### src/rtl/pwm_settle_gate.sv
// pwm_settle_gate
//   Multi-channel settle detector placed between the duty-cycle registers and the
//   PWM generators. Each channel raises en while its duty word is changing. Once
//   the word has held for S cycles, the channel latches the word to data_out,
//   pulses upd for one cycle and drops en. S is one settle-time register shared
//   by all channels and can be reprogrammed at run time. Any channel can be
//   masked so that it stays idle.
//
// Ports
//   clk           in   1        clock
//   reset         in   1        synchronous, active-high reset
//   data_in       in   NCH*N    packed duty words; channel k = data_in[k*N +: N]
//   settle_cycles in   CW       new settle time, taken when settle_load=1 (0 means 1)
//   settle_load   in   1        load settle_cycles into the settle register
//   ch_mask       in   NCH      1 = channel held idle
//   en            out  NCH      registered; 1 while channel k is settling
//   data_out      out  NCH*N    registered last-settled word per channel
//   upd           out  NCH      registered one-cycle pulse when data_out[k] updates
//   any_busy      out  1        OR of en
module pwm_settle_gate #(
  parameter int N              = 8,
  parameter int NCH            = 4,
  parameter int CW             = 16,
  parameter int DEFAULT_SETTLE = 10
) (
  input  logic             clk,
  input  logic             reset,
  input  logic [NCH*N-1:0] data_in,
  input  logic [CW-1:0]    settle_cycles,
  input  logic             settle_load,
  input  logic [NCH-1:0]   ch_mask,
  output logic [NCH-1:0]   en,
  output logic [NCH*N-1:0] data_out,
  output logic [NCH-1:0]   upd,
  output logic             any_busy
);

  localparam logic [1:0] IDLE     = 2'd0;
  localparam logic [1:0] SETTLING = 2'd1;
  localparam logic [1:0] STABLE   = 2'd2;

  // A settle time of zero cannot be met, so it is treated as one cycle.
  function automatic logic [CW-1:0] clamp_settle(input logic [CW-1:0] v);
    return (v == '0) ? CW'(1) : v;
  endfunction

  // The counter holds at its maximum instead of wrapping back to zero.
  function automatic logic [CW-1:0] sat_inc(input logic [CW-1:0] v);
    return (v == '1) ? v : v + CW'(1);
  endfunction

  logic [CW-1:0] s_reg;

  always_ff @(posedge clk) begin
    if (reset)
      s_reg <= CW'(DEFAULT_SETTLE);
    else if (settle_load)
      s_reg <= clamp_settle(settle_cycles);
  end

  for (genvar k = 0; k < NCH; k++) begin : g_ch
    logic [N-1:0]  prev;
    logic [CW-1:0] cnt;
    logic [1:0]    state;
    logic          en_r;
    logic          upd_r;
    logic [N-1:0]  dout_r;
    logic [N-1:0]  din;
    logic          change;
    logic [CW:0]   cnt_next;

    assign din      = data_in[k*N +: N];
    assign change   = (din != prev);
    // Compare one bit wider than the counter so cnt+1 cannot overflow the check.
    assign cnt_next = {1'b0, cnt} + {{CW{1'b0}}, 1'b1};

    always_ff @(posedge clk) begin
      if (reset) begin
        prev   <= '0;
        cnt    <= '0;
        state  <= IDLE;
        en_r   <= 1'b0;
        upd_r  <= 1'b0;
        dout_r <= '0;
      end else begin
        // prev follows the input even while the channel is masked, so an unmask
        // does not see a stale difference as a change.
        prev  <= din;
        upd_r <= 1'b0;
        if (ch_mask[k]) begin
          state <= IDLE;
          cnt   <= '0;
          en_r  <= 1'b0;
        end else begin
          case (state)
            SETTLING: begin
              if (change) begin
                cnt <= '0;
              end else if (cnt_next >= {1'b0, s_reg}) begin
                state  <= STABLE;
                dout_r <= din;
                upd_r  <= 1'b1;
                en_r   <= 1'b0;
                cnt    <= '0;
              end else begin
                cnt <= sat_inc(cnt);
              end
            end
            IDLE, STABLE: begin
              if (change) begin
                state <= SETTLING;
                cnt   <= '0;
                en_r  <= 1'b1;
              end else begin
                en_r <= 1'b0;
              end
            end
            default: begin
              state <= IDLE;
              cnt   <= '0;
              en_r  <= 1'b0;
            end
          endcase
        end
      end
    end

    assign en[k]             = en_r;
    assign upd[k]            = upd_r;
    assign data_out[k*N +: N] = dout_r;
  end

  assign any_busy = |en;

endmodule

### config.mk
export PLATFORM = sky130hd
export DESIGN_NAME = pwm_settle_gate
export DESIGN_NICKNAME = d
export VERILOG_FILES = /design/src/rtl/pwm_settle_gate.sv
export SDC_FILE = /design/constraint.sdc
export NUM_CORES = 1
export LEC_CHECK = 0
export CAP_MARGIN = 30
export CELL_PAD_IN_SITES_DETAIL_PLACEMENT = 0
export CELL_PAD_IN_SITES_GLOBAL_PLACEMENT = 2
export CORE_ASPECT_RATIO = 1.2
export CORE_UTILIZATION = 38
export DETAILED_ROUTE_END_ITERATION = 6
export PLACE_DENSITY = 0.9
export SYNTH_ARGS = -nofsm -noshare
export SYNTH_HDL_FRONTEND = slang
export SYNTH_SLANG_ARGS = --single-unit
### constraint.sdc
create_clock -name clk -period 5.69 [get_ports clk]
set_input_delay 0.8535 -clock clk [delete_from_list [all_inputs] [get_ports clk]]
set_output_delay 0.8535 -clock clk [all_outputs]
set_load 0.02 [all_outputs]
==> run metrics <==
status=completed; CP max-delay cell=or3_1; syn_nets=1158; gpl congestion=just under 0.8; max reg flops=between 60 and 70; Avg Inst Size Synth=8.80 um2; initial core utilization=39.0%; clk sinks=160; RSZ-0062 raised after global routing=no; pin count of the biggest net entering global routing=69; CTS tree=yes; number of iterations in the first detailed-routing pass=6; Max Fanout on Critical Path=8; Setup Skew=~0.019 ns; Top cell by count, worst path=nand4_1; clk slew on worst S/H paths=0.08 ns; sequential area share after synthesis=approximately a third; Final min period=roughly 4.2 ns; number of global-route vias before repair=7520; Max Slew Vio Count=0; total grt overflow=0; design area=about 11000 um2; CP max stage delay=0.56 ns; hold crit path type=reg2reg; per-cell routed wire length=around 17 um; Iter 0 DRT Violations=354; core area=23400 um2; synthesized flop and latch total=160; Tot Pwr=between 0.002 and 0.003 W; Post-synth EDFFs=0; deepest clock path buffer count=2; die footprint=24600 um2; Req. time, crit path=6.02 ns; post-route ant nets=0; crit start category=register; total track usage=20.5%; Slew headroom=41.0%; most frequent cells in the layout=dfxtp_1, clkdlybuf4s50_1, nand2_1, ha_1, nor2_1; Max Freq=238 MHz; Mapped Area=9110 um2; dpl cell area=10300 um2; postcts setup bufs=0; first-pass GRT wire length=38.9 mm; TritonCTS buffer count=17; CP Class=reg2reg; setup TNS=0 ns; Crit path arrival time=4.53 ns; worst slack, placed=1.48 ns; hold_buf cts=0; drt total wl=24.0 mm; drt via density=5.36; Main synth FF type=dfxtp_1; Die Y-Extent=172 um; clk_lat worst skew=around 0.44 ns; Distinct cells, synth=74; via count=7712; Peak VDD IR=0.181 mV; initial antenna violation count=2; fin crit share=73.8%; Biggest register=g_ch.cnt; final worst slack=1.49 ns; Port Buffers=95; Root Buffer=clkbuf_16; final setup violation count=0; P&R area growth vs syn=20.3%; share of cells above drive strength 1=8.99%; commonest non-fill, non-tap cell in the layout=dfxtp_1; max cap viols=0; Die Wd=143 um; post-cts resize count=0; Async SR Flop Fraction=0%; final hold vios=0; # DRC=0; yosys warns=0; worst slew pin tran=0.879 ns; Largest regs=g_ch.cnt (64), g_ch.dout_r (32), g_ch.prev (32); std cell rows=61; type of destination of the critical path=register; H-tree depth=4; NumNets Final=1234; synthesized instance count=1035; pwr dens=229 nW/um2; DPL Wire Length=approximately 18 mm; n_diodes=0; CP Cell Sequence=nand4_1 -> nor3_1 -> nand3_1 -> o21a_1 -> or2_2 -> ha_1 -> and4_1 -> nand4_1 -> a2111oi_4 -> nor3_2 -> or3_1 -> mux2_4; final core utilization=47.0%; I/O pin total=96; Pleak=around 4.2 nW
-- per-layer routing --
metal | track usage, % | part of all wire (%) | up-vias
li1 | - | - | 3897
met1 | 27.3 | 49 | 3578
met2 | 32.0 | 43 | 204
met3 | 4.59 | 5.5 | 31
met4 | 8.05 | 2.6 | 2
met5 | 0 | 0.054 | -
-- metrics by stage --
step / hold slack [ns] / std cells
after CTS: 0.474 / 1438
after detailed placement: 0.458 / 1406
after floorplan: 0.434 / 1035
final: 0.469 / 1439
after global placement: 0.457 / 1400
after global routing: 0.486 / 1439
-- cells in the mapped netlist (6+ instances only) --
master	n	share of area [%]
buf_2	12	0.66
and2_1	8	0.55
o21a_1	11	0.91
or2_2	16	1.1
nand4_1	29	2.0
a21o_1	9	0.74
or4_1	8	0.66
xor2_1	35	3.4
nand3_1	60	3.3
nand2_1	91	3.7
nor4_1	13	0.89
dfxtp_1	160	35
a21boi_0	7	0.58
nor3_1	22	1.2
nor2_1	65	2.7
o211ai_1	11	0.91
o2111ai_1	10	0.96
a21oi_1	46	2.5
buf_4	9	0.74
clkbuf_1	20	0.82
nand2b_1	8	0.55
o21ai_0	37	2.0
xnor2_1	34	3.3
a22oi_1	10	0.82
mux2i_1	25	2.7
inv_1	37	1.5
a31oi_1	7	0.48
buf_1	8	0.33
a211oi_1	9	0.74
nor2b_1	47	3.2
a2111oi_2	6	0.99
ha_1	68	9.3
and3_1	6	0.41
or3_1	13	0.89
mux2_4	8	1.3
-- area by class of cell --
type / count / area [um2]
Clock buffer: 18 / 439
Clock inverter: 14 / 155
Fill cell: 2273 / 12400
Inverter: 37 / 139
Multi-Input combinational cell: 787 / 5550
Sequential cell: 160 / 3200
Tap cell: 315 / 394
Timing Repair Buffer: 108 / 1090
-- worst max-delay path: cells and delay by family, from the launching register on --
family | cells | cell delay (ns)
AOI/OAI and AO/OA | 2 | 0.69
adders and majority gates | 1 | 0.28
DFF | 1 | 0.44
muxes | 1 | 0.38
and+or+nand+nor | 8 | 2.30
-- where the power goes --
| part | switching, W | internal (W) | leakage (nW) |
|---|---|---|---|
| combinational | 0.000105 | 0.0000877 | 2.60 |
| sequential | 0.0000132 | 0.00114 | 1.30 |
| clock | 0.000560 | 0.000602 | 0.286 |
| total | 0.000678 | 0.00183 | 4.19 |
-- final timing paths --
check | slack, ns | start | endpoint | cells after the start
setup / recovery | 1.49 | g_ch[2].cnt[2]$_SDFFE_PP0P_ | g_ch[2].dout_r[6]$_SDFFE_PP0P_ | 12
hold / removal | 0.47 | g_ch[3].dout_r[1]$_SDFFE_PP0P_ | g_ch[3].dout_r[1]$_SDFFE_PP0P_ | 2
setup reg to reg | 1.49 | g_ch[2].cnt[2]$_SDFFE_PP0P_ | g_ch[2].dout_r[6]$_SDFFE_PP0P_ | 12
hold reg to reg | 0.47 | g_ch[3].dout_r[1]$_SDFFE_PP0P_ | g_ch[3].dout_r[1]$_SDFFE_PP0P_ | 2
-- cell families after synthesis --
family,synth area share (%)
AO/OA/AOI/OAI,16.1
XOR/XNOR,6.63
adder cells (fa/ha/maj),9.34
buffers and inverters,4.26
flip-flops,35.2
multiplexers,4.06
AND/OR/NAND/NOR,24.4
No activity file was read; power rests on OpenSTA's default activity.
